<file path="src/rtl/gh_av_pkg.sv">
// Shared display package for the guitar-lane video path.
// Holds the active-area geometry, the pixel word width, the RGB444
// colour constants and the note entry layout used by every lane.
package gh_av_pkg;

  localparam int H_ACTIVE = 1024;
  localparam int V_ACTIVE = 768;
  localparam int PIXEL_W  = 13;

  localparam logic [11:0] RGB_BLACK = 12'h000;
  localparam logic [11:0] RGB_WHITE = 12'hFFF;
  localparam logic [11:0] RGB_RED   = 12'hF00;

  // One scheduled note: bottom edge row and length in rows.
  typedef struct packed {
    logic [10:0] y_bot;
    logic [7:0]  len;
  } note_t;

endpackage

</file>
<file path="src/rtl/lane_note_store.sv">
// Circular store of scheduled notes for one lane.
// Ports:
//   clk, rst_n        clock, asynchronous active-low reset (control only)
//   i_push, i_len     append a note {0, i_len} at the tail when ready
//   i_pop             drop the oldest note (ignored when empty)
//   i_scroll          advance every live note by SPEED rows, saturating
//   o_entries, o_live parallel view of all slots and which are occupied
//   o_oldest          slot at the head pointer
//   o_count, o_ready  occupancy and "slot available"
// DEPTH must be a power of two (>= 2) so the pointers wrap naturally.
module lane_note_store
  import gh_av_pkg::*;
#(
  parameter int DEPTH = 8,
  parameter int SPEED = 4
) (
  input  logic                       clk,
  input  logic                       rst_n,
  input  logic                       i_push,
  input  logic [7:0]                 i_len,
  input  logic                       i_pop,
  input  logic                       i_scroll,
  output note_t [DEPTH-1:0]          o_entries,
  output logic  [DEPTH-1:0]          o_live,
  output note_t                      o_oldest,
  output logic  [$clog2(DEPTH):0]    o_count,
  output logic                       o_ready
);

  localparam int PW = $clog2(DEPTH);

  note_t [DEPTH-1:0] r_mem;
  logic  [PW-1:0]    r_head;
  logic  [PW-1:0]    r_tail;
  logic  [PW:0]      r_count;
  logic              w_push;
  logic              w_pop;

  function automatic logic [10:0] sat_add(input logic [10:0] y);
    logic [11:0] s;
    s = {1'b0, y} + 12'(SPEED);
    return s[11] ? 11'h7FF : s[10:0];
  endfunction

  assign o_ready   = (r_count != (PW+1)'(DEPTH));
  assign w_push    = i_push && o_ready;
  assign w_pop     = i_pop && (r_count != '0);
  assign o_entries = r_mem;
  assign o_oldest  = r_mem[r_head];
  assign o_count   = r_count;

  // A slot is live when its distance from the head is below the count.
  always_comb begin
    o_live = '0;
    for (int i = 0; i < DEPTH; i++) begin
      o_live[i] = ({1'b0, PW'(PW'(i) - r_head)} < r_count);
    end
  end

  // The freshly pushed slot is not live yet, so a push coinciding with a
  // scroll lands at row 0 and is not advanced this frame.
  always_ff @(posedge clk) begin
    for (int i = 0; i < DEPTH; i++) begin
      if (w_push && (PW'(i) == r_tail)) begin
        r_mem[i].y_bot <= 11'd0;
        r_mem[i].len   <= (i_len == 8'd0) ? 8'd1 : i_len;
      end else if (i_scroll && o_live[i]) begin
        r_mem[i].y_bot <= sat_add(r_mem[i].y_bot);
      end
    end
  end

  always_ff @(posedge clk or negedge rst_n) begin
    if (!rst_n) begin
      r_head  <= '0;
      r_tail  <= '0;
      r_count <= '0;
    end else begin
      if (w_push) r_tail <= r_tail + 1'b1;
      if (w_pop)  r_head <= r_head + 1'b1;
      case ({w_push, w_pop})
        2'b10:   r_count <= r_count + 1'b1;
        2'b01:   r_count <= r_count - 1'b1;
        default: r_count <= r_count;
      endcase
    end
  end

endmodule

</file>
<file path="src/rtl/string_lane_renderer.sv">
// Falling-note lane for one guitar string (1024x768 @ 65 MHz).
// Scrolls stored notes once per frame, judges strums against the strike
// line, and renders a registered 13-bit pixel {own, RGB444}.
// Ports:
//   clk65, rst_n          pixel clock, asynchronous active-low reset
//   hcount, vcount        raster position (pixel appears one cycle later)
//   frame_tick, pause     per-frame scroll pulse, freeze scroll/judge
//   note_valid, note_len  spawn request / length (0 means 1)
//   note_ready            a slot is free
//   strum                 strum pulse; hit_ok / miss report the verdict
//   string_pixel          {own, colour}, zero when not owned
// Optional build macro: STRIKE_BAR_EN draws a white strike bar on rows
// HIT_Y-1..HIT_Y+1 inside the lane, underneath any note.
module string_lane_renderer
  import gh_av_pkg::*;
#(
  parameter int          LANE_X     = 64,
  parameter int          LANE_W     = 64,
  parameter logic [11:0] NOTE_COLOR = 12'hF00,
  parameter int          SPEED      = 4,
  parameter int          DEPTH      = 8,
  parameter int          HIT_Y      = 700,
  parameter int          HIT_WIN    = 16
) (
  input  logic               clk65,
  input  logic               rst_n,
  input  logic [10:0]        hcount,
  input  logic [9:0]         vcount,
  input  logic               frame_tick,
  input  logic               pause,
  input  logic               note_valid,
  input  logic [7:0]         note_len,
  output logic               note_ready,
  input  logic               strum,
  output logic               hit_ok,
  output logic               miss,
  output logic [PIXEL_W-1:0] string_pixel
);

  localparam logic signed [12:0] C_HIT = 13'(HIT_Y);
  localparam logic signed [12:0] C_WIN = 13'(HIT_WIN);

  note_t [DEPTH-1:0]       w_entries;
  logic  [DEPTH-1:0]       w_live;
  note_t                   w_old;
  logic  [10:0]            w_old_y;
  logic  [$clog2(DEPTH):0] w_count;
  logic                    w_tick;
  logic                    w_strum;
  logic                    w_in_win;
  logic                    w_esc;
  logic                    w_pop;
  logic signed [12:0]      w_diff;
  logic signed [11:0]      w_vs;
  logic                    w_in_lane;
  logic                    w_note_hit;
  logic                    w_bar;
  logic                    r_hit;
  logic                    r_miss;
  logic [PIXEL_W-1:0]      r_pixel_p1;

  lane_note_store #(.DEPTH(DEPTH), .SPEED(SPEED)) u_store (
    .clk       (clk65),
    .rst_n     (rst_n),
    .i_push    (note_valid),
    .i_len     (note_len),
    .i_pop     (w_pop),
    .i_scroll  (w_tick),
    .o_entries (w_entries),
    .o_live    (w_live),
    .o_oldest  (w_old),
    .o_count   (w_count),
    .o_ready   (note_ready)
  );

  assign w_old_y  = w_old.y_bot;
  assign w_tick   = frame_tick && !pause;
  assign w_strum  = strum && !pause;
  assign w_diff   = $signed({2'b00, w_old_y}) - C_HIT;
  assign w_in_win = (w_count != '0) && (w_diff >= -C_WIN) && (w_diff <= C_WIN);

  // A strum owns the oldest entry this cycle; any escape waits a cycle.
  assign w_esc = !pause && !strum && (w_count != '0) &&
                 ({1'b0, w_old_y} >= (12'(V_ACTIVE) + {4'b0000, w_old.len}));
  assign w_pop = (w_strum && w_in_win) || w_esc;

  always_ff @(posedge clk65 or negedge rst_n) begin
    if (!rst_n) begin
      r_hit  <= 1'b0;
      r_miss <= 1'b0;
    end else begin
      r_hit  <= w_strum && w_in_win;
      r_miss <= (w_strum && !w_in_win) || w_esc;
    end
  end

  assign hit_ok = r_hit;
  assign miss   = r_miss;

  assign w_vs      = $signed({2'b00, vcount});
  assign w_in_lane = ({1'b0, hcount} >= 12'(LANE_X)) &&
                     ({1'b0, hcount} <  12'(LANE_X + LANE_W));

  // Note top is evaluated signed so notes straddling row 0 still draw.
  always_comb begin
    w_note_hit = 1'b0;
    for (int i = 0; i < DEPTH; i++) begin
      if (w_live[i] &&
          (($signed({1'b0, w_entries[i].y_bot}) - $signed({4'b0000, w_entries[i].len})) < w_vs) &&
          (w_vs <= $signed({1'b0, w_entries[i].y_bot}))) begin
        w_note_hit = 1'b1;
      end
    end
  end

`ifdef STRIKE_BAR_EN
  assign w_bar = ($signed({3'b000, vcount}) >= (C_HIT - 13'sd1)) &&
                 ($signed({3'b000, vcount}) <= (C_HIT + 13'sd1));
`else
  assign w_bar = 1'b0;
`endif

  // p0 -> p1: raster position to registered pixel word
  always_ff @(posedge clk65 or negedge rst_n) begin
    if (!rst_n) begin
      r_pixel_p1 <= '0;
    end else if (w_in_lane && w_note_hit) begin
      r_pixel_p1 <= {1'b1, NOTE_COLOR};
    end else if (w_in_lane && w_bar) begin
      r_pixel_p1 <= {1'b1, RGB_WHITE};
    end else begin
      r_pixel_p1 <= {1'b0, RGB_BLACK};
    end
  end

  assign string_pixel = r_pixel_p1;

endmodule

</file>
<file path="config.mk">
export PLATFORM = sky130hd
export DESIGN_NAME = string_lane_renderer
export DESIGN_NICKNAME = d
export VERILOG_FILES = /design/src/rtl/gh_av_pkg.sv /design/src/rtl/lane_note_store.sv /design/src/rtl/string_lane_renderer.sv
export SDC_FILE = /design/constraint.sdc
export NUM_CORES = 1
export LEC_CHECK = 0
export ABC_AREA = 1
export ABC_CLOCK_PERIOD_IN_PS = 4100
export CORE_ASPECT_RATIO = 1.75
export CORE_UTILIZATION = 40
export DETAILED_ROUTE_END_ITERATION = 10
export SLEW_MARGIN = 30
export SYNTH_ARGS = -nofsm -noshare
export SYNTH_HDL_FRONTEND = slang
export SYNTH_HIERARCHICAL = 1
export SYNTH_SLANG_ARGS = --single-unit
</file>
<file path="constraint.sdc">
create_clock -name clk65 -period 4.1 [get_ports clk65]
set_input_delay 0.41 -clock clk65 [delete_from_list [all_inputs] [get_ports clk65]]
set_output_delay 0.41 -clock clk65 [all_outputs]
set_load 0.05 [all_outputs]
</file>
==> results of run 1 <==
[kinds of logic after synthesis]
group,Yosys count,share of synthesized area (%)
adders and majority gates,264,19.6
buffers and inverters,471,11.3
and+or+nand+nor,1218,30.0
AOI/OAI and AO/OA,374,12.8
other,1,0.0218
DFF,157,22.4
xor gates and xnor gates,77,3.92
[through the flow]
step | instance area, um2 | hold slack, ns | setup slack, ns
after detailed placement | 18500 | 0.550 | 0.186
after floorplan | 17200 | 0.114 | 0.506
after CTS | 19100 | 0.331 | 0.162
final | 19200 | 0.316 | 0.291
after global routing | 19200 | 0.378 | 0.0422
after global placement | 18500 | 0.543 | 0.0834
[where the power goes]
part           switching (W)  internal, W
clock               0.000784     0.000938
sequential          0.000854      0.00221
combinational        0.00741      0.00443
[synthesized netlist by cell type, types with 2 or more instances]
cell type    n
a21boi_0    13
a21boi_1     2
a21o_1      12
a21oi_1    136
a31oi_1     15
buf_2       12
buf_4       23
buf_6        9
clkbuf_1    19
clkinv_1     2
dfrtp_1     13
dfxtp_1     80
edfxtp_1    64
fa_1         9
ha_1       255
inv_1      394
inv_2        9
nand2_1    621
nand2_2     13
nand2_4      4
nand3_1    142
nand3_2      2
nand3_4      9
nand3b_1     4
nand4_1     48
nor2_1     337
nor2_2       5
nor3_1      25
nor4_1       4
o2111ai_1   19
o211ai_1    20
o21a_1      13
o21ai_0    118
o21ai_1      4
o21ai_2      3
o21bai_1    12
or2_2        2
xnor2_1     14
xor2_1      63
[per-layer routing]
metal / routed length, um / vias to the layer above / share of wire [%] / global-route usage, %
li1: - / 8490 / - / -
met1: 23000 / 8129 / 37 / 32.0
met2: 31000 / 568 / 50 / 51.1
met3: 3150 / 172 / 5.0 / 3.45
met4: 5440 / 0 / 8.7 / 22.7
met5: 0 / - / 0 / 0
[flip-flops by register name, summed over array words and instances (netlist names)]
name,flops
u_store/r_tail,3
miss,1
u_store/o_count,4
u_store/r_head,3
u_store/o_entries,144
string_pixel,1
hit_ok,1
[area by class of cell]
type | count | area (um2) | share of cell area (%)
well taps | 561 | 702 | 3.66
clock inverters | 14 | 175 | 0.915
flip-flops and latches | 157 | 3850 | 20.1
clock buffers | 18 | 439 | 2.29
repair buffers | 115 | 1030 | 5.37
inverters | 406 | 1530 | 7.97
multi-input cells | 1941 | 11400 | 59.7
[timing repair]
action | in CTS | in global routing
setup endpoints to repair | 0 | 2
setup buffers | 0 | 1
resized for setup | 0 | 5
[final timing paths]
kind,startpoint,to,slack [ns],cells past startpoint
max,u_store/r_head[0]$_DFFE_PN0P_,u_store/o_count[3]$_DFFE_PN0P_,0.29,22
min,rst_n,u_store/r_tail[1]$_DFFE_PN0P_,0.32,1
max reg2reg,u_store/r_head[0]$_DFFE_PN0P_,u_store/o_count[3]$_DFFE_PN0P_,0.29,22
min reg2reg,u_store/o_entries[125]$_SDFFE_PP0P_,u_store/o_entries[125]$_SDFFE_PP0P_,0.56,4
max in group asynchronous,rst_n,u_store/r_head[0]$_DFFE_PN0P_,3.34,1
min in group clk65,hcount[6],string_pixel[11]$_DFF_PN0_,0.50,3
==> metrics.txt, run 1 <==
status=complete, no violations; Lkg Pwr=just over 10 nW; final period utilization=92.9%; remaining routing DRC violations=0; gpl congestion=1.03; global-route wire length before repair=94.7 mm; number of synthesized flops with an enable pin=64; syn avg cell area=6.71 um2; post-placement cell count=3179; Crit Path Class=flip-flop to flip-flop; CTS tree=built; Final Hold Vio Count=0; Synth Register Bits=157; WL per Instance=19.5 um; grt total ovfl=0; Slowest cell on crit path=o21ai_0; Post-CTS Hold Fix Bufs=0; CP required=4.44 ns; vias in the first global route=approximately 17000; filler cell count=4415; worst hold-check path type=primary input to asynchronous set/reset pin; antenna diode count=0; Worst Setup Start Kind=flip-flop; 1st-iter DRT viols=1090; DIE HEIGHT=approximately 280 um; Sink Count=between 150 and 200; fin cells=~3200; CP delay by family, top=compound AO/OA/AOI/OAI gates; layout cells sized above 1=6.41%; fin nets=2937; Layout Skew=0.0176 ns; Final ANT Viol Nets=0; Worst-Margin Slew=0.980 ns; crit-path max FO=30; H-tree Lvls=4; post-route setup TNS=0 ns; Synth async-reset ratio=roughly 8.3%; clock latency on the worst-skew pair=0.47 ns; Top-Level Pins=roughly 50; Overall Power=roughly 0.017 W; Finish-stage setup viols=0; max incr delay on CP=0.44 ns; WL final=62.6 mm; Global Route Usage Sum=between 20% and 30%; die width=between 150 and 200 um; Top FF cell, synth=dfxtp_1; Max Cap Viol=0; Final min period=3.81 ns; post-synth top area share=18.6%; CP cell instances=inv_2 -> buf_12 -> o21ai_0 -> o2111ai_1 -> ha_1 -> nand2_1 -> o21ai_0 -> nand2_1 -> nand3_1 -> o211ai_1 -> o21ai_1 -> nand2_1 -> inv_1 -> ha_1 -> buf_4 -> ha_1 -> o21ai_2 -> nand2_1 -> nand2_1 -> nand2_1 -> nand2_1 -> o21ai_0; CTS Buf Count=17; worst path bufs/invs=4; Synth cell types=52; Post-Syn Area=about 17000 um2; crit path capture type=flip-flop; initial core utilization=40.5%; Area Overhead vs Synth=11.4%; largest net degree at the start of global routing=48; DP Wirelength=50.2 mm; first-pass iteration count of the detailed router=7; max_slew headroom=about 34%; Area contributors post-synth=ha_1 (19%), nand2_1 (14%), edfxtp_1 (11%), dfxtp_1 (9.3%), inv_1 (8.6%); die area=43800 um2; commonest non-fill, non-tap cells in the layout=nand2_1 (621), inv_1 (394), nor2_1 (336); Mapped Cells=2562; commonest non-fill, non-tap cell in the layout=nand2_1; Max Root-Sink Buffers=2; Worst-path clk slew=0.08 ns; mean number of vias per cell=5.40; post-synth top area cell=ha_1; fin util=45.2%; Pwr Density=868 nW/um2; FP Rows=100; CORE AREA=42400 um2; via count=17400; Fmax=263 MHz; # port buffers=36; Worst path most repeated cell=nand2_1; Max IR drop VDD=about 370 uV; Ys Warns=6; CP Data Arrival Time=4.15 ns; initial antenna violation count=0; sequential area share after synthesis=~22%; RSZ-0062 raised after global routing=no; final slew viol count=0; clock root buffer=clkbuf_16
Power figures use the tool's default switching activity.
==> inputs of run 2 (changes only) <==
--- a/config.mk
+++ b/config.mk
@@ -6,7 +6,7 @@
 export NUM_CORES = 1
 export LEC_CHECK = 0
 export ABC_AREA = 1
-export ABC_CLOCK_PERIOD_IN_PS = 4100
+export ABC_CLOCK_PERIOD_IN_PS = 3100
 export CORE_ASPECT_RATIO = 1.75
 export CORE_UTILIZATION = 40
 export DETAILED_ROUTE_END_ITERATION = 10
==> constraint.sdc (replaced) <==
create_clock -name clk65 -period 3.1 [get_ports clk65]
set_input_delay 0.31 -clock clk65 [delete_from_list [all_inputs] [get_ports clk65]]
set_output_delay 0.31 -clock clk65 [all_outputs]
set_load 0.05 [all_outputs]
==> run 2 against run 1 <==
  * The flow now finishes with violations (setup timing)
  * Clock power increased by 31%
  * Count of clock-buffer cells in the layout fell by 1
  * Critical endpoint unchanged
  * Register-to-register slack worse by 0.69 ns
  * Largest cell class unchanged
==> metrics.txt, run 2 (synthesized netlist as in run 1, its figures left out) <==
status=finished with violations (was complete, no violations); failing checks=setup timing; Max Root-Sink Buffers=2 (unchanged); WL final=70.7 mm (was 62.6 mm); global-route wire length before repair=102 mm (was 94.7 mm); Top-Level Pins=51 (unchanged); max reg flops=144 (unchanged); post-placement cell count=3378 (was 3179); fin nets=3182 (was 2937); antenna diode count=0 (unchanged); gpl congestion=1.06 (was 1.03); Final ANT Viol Nets=0 (unchanged); post-route setup TNS=-1.17 ns (was 0 ns); final period utilization=113% (was 92.9%); first-pass iteration count of the detailed router=6 (was 7); mean number of vias per cell=5.33 (was 5.40); routed wl met2=34.8 mm (was 31.0 mm); Worst Hold Slack=0.257 ns (was 0.316 ns); Top Metal Used=met4 (unchanged); clock latency on the worst-skew pair=0.47 ns (about the same); largest net degree at the start of global routing=44 (was 48); die width=159 um (unchanged); H-tree Lvls=4 (unchanged); Fmax=286 MHz (was 263 MHz); Overall Power=0.0264 W (was 0.0166 W); Pwr Density=1200 nW/um2 (was 868 nW/um2); Worst-Margin Slew=0.879 ns (was 0.980 ns); CTS Buf Count=17 (unchanged); Crit Path Class=flip-flop to flip-flop (unchanged); fin cells=3457 (was 3212); via count=18400 (was 17400); max_slew headroom=41.3% (was 34.1%); grt total ovfl=0 (unchanged); Final min period=3.50 ns (was 3.81 ns); commonest non-fill, non-tap cell in the layout=nand2_1 (unchanged); Worst Setup Start Kind=flip-flop (unchanged); Global Route Usage Sum=32.2% (was 29.5%); Sink Count=157 (unchanged); Max Cap Viol=0 (unchanged); clock root buffer=clkbuf_16 (unchanged); CP Data Arrival Time=3.84 ns (was 4.15 ns); DIE HEIGHT=276 um (unchanged); commonest non-fill, non-tap cells in the layout=nand2_1 (596), inv_1 (382), nor2_1 (326) (was nand2_1 (621), inv_1 (394), nor2_1 (336)); Area Overhead vs Synth=28.2% (was 11.4%); Post-CTS Hold Fix Bufs=0 (unchanged); final slew viol count=0 (unchanged); Final Hold Vio Count=0 (unchanged); DP Wirelength=55.6 mm (was 50.2 mm); Layout Skew=0.0258 ns (was 0.0176 ns); initial core utilization=40.5% (unchanged); RSZ-0062 raised after global routing=yes (was no); WL met3=3.28 mm (was 3.15 mm); crit path capture type=flip-flop (unchanged); FP Rows=100 (unchanged); CP required=3.44 ns (was 4.44 ns); Max IR drop VDD=450 uV (was 365 uV); CORE AREA=42400 um2 (unchanged); crit-path max FO=5 (was 30); worst hold-check path type=primary input to asynchronous set/reset pin (unchanged); initial antenna violation count=0 (unchanged); M1 WL=25.4 mm (was 23.0 mm); Lkg Pwr=11.6 nW (was 10.2 nW); 1st-iter DRT viols=1187 (was 1090); vias in the first global route=17400 (was 16800); final worst slack=-0.400 ns (was 0.291 ns); # port buffers=36 (unchanged); Worst-path clk slew=0.08 ns (about the same); CTS tree=built (unchanged); Finish-stage setup viols=3 (was 0); layout cells sized above 1=19.3% (was 6.41%); WL per Instance=20.4 um (was 19.5 um); die area=43800 um2 (unchanged); remaining routing DRC violations=0 (unchanged)
[run 2: changes by cell type in the layout (fill, tap and decap cells not counted), sizes merged]
cell / delta
bufinv: -1
clkinv: +4
clkbuf: +4
buf: +238
[run 2: worst paths after layout]
check / slack (ns) / endpoint / cells after the start / from
max: -0.40 / u_store/o_count[3]$_DFFE_PN0P_ / 24 / u_store/r_head[2]$_DFFE_PN0P_
min: 0.26 / u_store/r_tail[0]$_DFFE_PN0P_ / 1 / rst_n
max reg2reg: -0.40 / u_store/o_count[3]$_DFFE_PN0P_ / 24 / u_store/r_head[2]$_DFFE_PN0P_
min reg2reg: 0.52 / u_store/o_entries[84]$_SDFFE_PP0P_ / 2 / u_store/o_entries[84]$_SDFFE_PP0P_
max in group asynchronous: 2.35 / u_store/r_head[1]$_DFFE_PN0P_ / 1 / rst_n
min in group clk65: 0.39 / string_pixel[11]$_DFF_PN0_ / 3 / hcount[6]
[run 2: routing by layer]
layer / GRT usage, % / vias to the layer above
li1: - / 8980
met1: 33.6 / 8602
met2: 56.9 / 615
met3: 3.86 / 213
met4: 26.4 / 0
met5: 0 / -
[run 2: area by class of cell]
class	count	area (um2)
repair buffers	358	3130
clock buffers	17	425
fillers	4185	20400
inverters	406	1550
flip-flops and latches	157	3870
clock inverters	15	191
well taps	561	702
repair inverters	2	17.5
multi-input cells	1941	12100
[run 2: worst max-delay path: stages, from the launching register on]
cell and delay, ns:
dfrtp_2 0.48, buf_6 0.16, nand2_8 0.09, clkbuf_16 0.15, buf_4 0.09, nor2_1 0.03, o21ai_1 0.09, o2111ai_2 0.17
ha_1 0.32, nand4_1 0.15, nor4_2 0.28, o211ai_1 0.19, o21ai_1 0.14, nand2_2 0.09, inv_2 0.07, ha_4 0.16
ha_4 0.19, nand2_1 0.05, inv_1 0.04, o21ai_2 0.12, nand2_1 0.07, nand2_1 0.06, nand2_1 0.06, nand2_1 0.05
o21ai_1 0.06
[run 2: report_power, final]
group | total [W] | leakage [nW] | internal, W | switching (W)
registers | 0.00378 | 1.42 | 0.00294 | 0.000836
logic | 0.0204 | 9.84 | 0.00852 | 0.0119
clock network | 0.00225 | 0.297 | 0.00116 | 0.00109
[run 2: repair_timing]
item	CTS	global route
cloned	5	5
gates resized for setup	62	139
setup endpoints to repair	4	6
buffers inserted	29	13
pin swaps	42	72
[run 2: per-stage QoR]
step / cell area [um2] / util (%) / worst slack [ns]
detailed placement: 20200 / 47.5 / -0.518
CTS: 21300 / 50.3 / -0.356
global route: 22000 / 52.0 / -0.536
global placement: 20200 / 47.5 / -0.448
finish: 22000 / 52.0 / -0.400
floorplan: 17400 / - / -0.0241
==> inputs of run 3 (changes only) <==
--- a/config.mk
+++ b/config.mk
@@ -8,10 +8,12 @@
 export ABC_AREA = 1
 export ABC_CLOCK_PERIOD_IN_PS = 3100
 export CORE_ASPECT_RATIO = 1.75
-export CORE_UTILIZATION = 40
+export CORE_UTILIZATION = 50
 export DETAILED_ROUTE_END_ITERATION = 10
+export PLACE_DENSITY = 0.69
 export SLEW_MARGIN = 30
 export SYNTH_ARGS = -nofsm -noshare
 export SYNTH_HDL_FRONTEND = slang
 export SYNTH_HIERARCHICAL = 1
 export SYNTH_SLANG_ARGS = --single-unit
+export TNS_END_PERCENT = 20
==> run 3 against run 2 <==
  * Clock skew decreased by 0.014 ns
  * Sequential power about the same
  * Maximum frequency increased by 0.18%
  * Final area decreased by 6.3%
  * The flow still finishes with violations (setup timing)
  * Power decreased by 7.9%
  * Critical path depth increased by 2
  * Via count decreased by 1.4%
  * First-iteration DRC count decreased by 6.6%
  * Global-route usage increased by 6.8 points
  * Worst hold slack improved by 0.033 ns
  * Register-to-register slack about the same
==> metrics.txt, run 3 (synthesized netlist as in run 1, its figures left out) <==
vias in the first global route=17500 (was 17400); Max Root-Sink Buffers=2 (unchanged); WL per Instance=20.3 um (was 20.4 um); met3 Use GR=4.82% (was 3.86%); Crit Path Class=flip-flop to flip-flop (unchanged); max reg flops=144 (unchanged); commonest non-fill, non-tap cell in the layout=nand2_1 (unchanged); commonest non-fill, non-tap cells in the layout=nand2_1 (615), inv_1 (388), nor2_1 (330) (was nand2_1 (596), inv_1 (382), nor2_1 (326)); DIE HEIGHT=247 um (was 276 um); via count=18100 (was 18400); gpl congestion=1.07 (was 1.06); DP Wirelength=53.0 mm (was 55.6 mm); status=finished with violations (unchanged); Sink Count=157 (unchanged); Final Hold Vio Count=0 (unchanged); largest net degree at the start of global routing=37 (was 44); 1st-iter DRT viols=1109 (was 1187); # port buffers=36 (unchanged); global routing usage on met2=67.9% (was 56.9%); crit-path max FO=7 (was 5); remaining routing DRC violations=0 (unchanged); met1 Use GR=39.7% (was 33.6%); CP required=3.44 ns (about the same); post-placement cell count=3237 (was 3378); fin nets=3115 (was 3182); mean number of vias per cell=5.53 (was 5.33); final slew viol count=0 (unchanged); Worst Setup Start Kind=flip-flop (unchanged); Pwr Density=1180 nW/um2 (was 1200 nW/um2); RSZ-0062 raised after global routing=yes (unchanged); Lkg Pwr=11.1 nW (was 11.6 nW); CTS tree=built (unchanged); Area Overhead vs Synth=20.2% (was 28.2%); Max Cap Viol=0 (unchanged); GRT busiest layer=met2 (unchanged); Overall Power=0.0244 W (was 0.0264 W); Fmax=286 MHz (about the same); Final ANT Viol Nets=0 (unchanged); CP Data Arrival Time=3.84 ns (about the same); crit path capture type=flip-flop (unchanged); die width=142 um (was 159 um); final worst slack=-0.393 ns (was -0.400 ns); max_slew headroom=28.4% (was 41.3%); Layout Skew=0.0116 ns (was 0.0258 ns); CORE AREA=33700 um2 (was 42400 um2); Finish-stage setup viols=4 (was 3); fin cells=3284 (was 3457); worst hold-check path type=primary input to asynchronous set/reset pin (unchanged); FP Rows=89 (was 100); final period utilization=113% (about the same); initial antenna violation count=0 (unchanged); die area=35100 um2 (was 43800 um2); initial core utilization=50.9% (was 40.5%); CTS Buf Count=17 (unchanged); antenna diode count=0 (unchanged); H-tree Lvls=4 (unchanged); failing checks=setup timing (unchanged); Worst-Margin Slew=1.07 ns (was 0.879 ns); layout cells sized above 1=14.3% (was 19.3%); clock latency on the worst-skew pair=0.46 ns (was 0.47 ns); filler cell count=3278 (was 4185); Final min period=3.49 ns (was 3.50 ns); post-route setup TNS=-1.11 ns (was -1.17 ns); Top-Level Pins=51 (unchanged); clock root buffer=clkbuf_16 (unchanged); first-pass iteration count of the detailed router=5 (was 6); WL final=66.8 mm (was 70.7 mm); fin util=61.2% (was 52.0%); grt total ovfl=0 (unchanged); global-route wire length before repair=99.4 mm (was 102 mm); Max IR drop VDD=600 uV (was 450 uV); Worst-path clk slew=0.07 ns (was 0.08 ns); Post-CTS Hold Fix Bufs=0 (unchanged); Global Route Usage Sum=39.1% (was 32.2%)
==> run 3: area by class of cell <==
cell class | count | area, um2 | area share [%]
Clock inverter | 15 | 126 | 0.612
Sequential cell | 157 | 3850 | 18.7
Timing Repair Buffer | 292 | 2430 | 11.8
Inverter | 406 | 1530 | 7.43
Multi-Input combinational cell | 1941 | 11700 | 56.7
Clock buffer | 17 | 425 | 2.06
Tap cell | 455 | 569 | 2.76
Timing Repair inverter | 1 | 8.76 | 0.0424
==> run 3: metal layers <==
| layer | share of wire [%] | routed length (um) | up-vias |
|---|---|---|---|
| met3 | 4.2 | 2830 | 251 |
| met1 | 37 | 24500 | 8472 |
| met5 | 0 | 0 | - |
| met2 | 48 | 31800 | 562 |
| met4 | 11 | 7670 | 0 |
| li1 | - | - | 8863 |
==> run 3: timing repair <==
item,CTS,global route
pin swaps,11,17
cloned,1,0
gates resized for setup,28,32
buffers inserted,13,1
setup endpoints to repair,4,9
==> run 3: path summary, 6_finish.rpt <==
check                                                         from                            endpoint  slack [ns]  cells after the start
worst max-delay path                 u_store/r_head[2]$_DFFE_PN0P_      u_store/o_count[3]$_DFFE_PN0P_       -0.39                     26
worst min register to register  u_store/o_entries[84]$_SDFFE_PP0P_  u_store/o_entries[84]$_SDFFE_PP0P_        0.53                      2
worst max register to register       u_store/r_head[2]$_DFFE_PN0P_      u_store/o_count[3]$_DFFE_PN0P_       -0.39                     26
max in group asynchronous                                    rst_n       u_store/r_head[2]$_DFFE_PN0P_        2.29                      1
min in group clk65                                       hcount[6]          string_pixel[11]$_DFF_PN0_        0.46                      3
worst min-delay path                                         rst_n                      miss$_DFF_PN0_        0.29                      1
==> run 3: report_power, final <==
group / internal, W / switching, W / leakage, nW / total [W]
Sequential: 0.00293 / 0.000846 / 1.41 / 0.00377
Combinational: 0.00757 / 0.0110 / 9.38 / 0.0186
Clock: 0.00105 / 0.000984 / 0.266 / 0.00203
Total: 0.0115 / 0.0128 / 11.1 / 0.0244
==> run 3: worst max-delay path: stages, from the launching register on <==
cell and delay, ns:
dfrtp_2 0.43, buf_6 0.13, nor2_4 0.17, clkinv_4 0.14, buf_12 0.17, a21oi_2 0.09
o21ai_1 0.08, o2111ai_2 0.13, ha_4 0.27, a21oi_2 0.16, o21ai_2 0.07, nand2_1 0.07
nand3_2 0.07, o211ai_1 0.27, o21ai_2 0.10, nand2_2 0.08, inv_2 0.05, ha_4 0.17
ha_4 0.21, nand2_2 0.06, inv_2 0.04, o21ai_2 0.13, nand2_1 0.06, nand2_1 0.05
nand2_1 0.05, nand2_1 0.05, o21ai_1 0.05
==> run 3: stage by stage <==
stage	instance area, um2	worst slack (ns)	hold WS [ns]
final	20700	-0.393	0.290
after floorplan	17400	-0.0241	0.0144
after global placement	19800	-0.431	0.509
after global routing	20700	-0.548	0.330
after detailed placement	19800	-0.448	0.517
after CTS	20500	-0.408	0.285
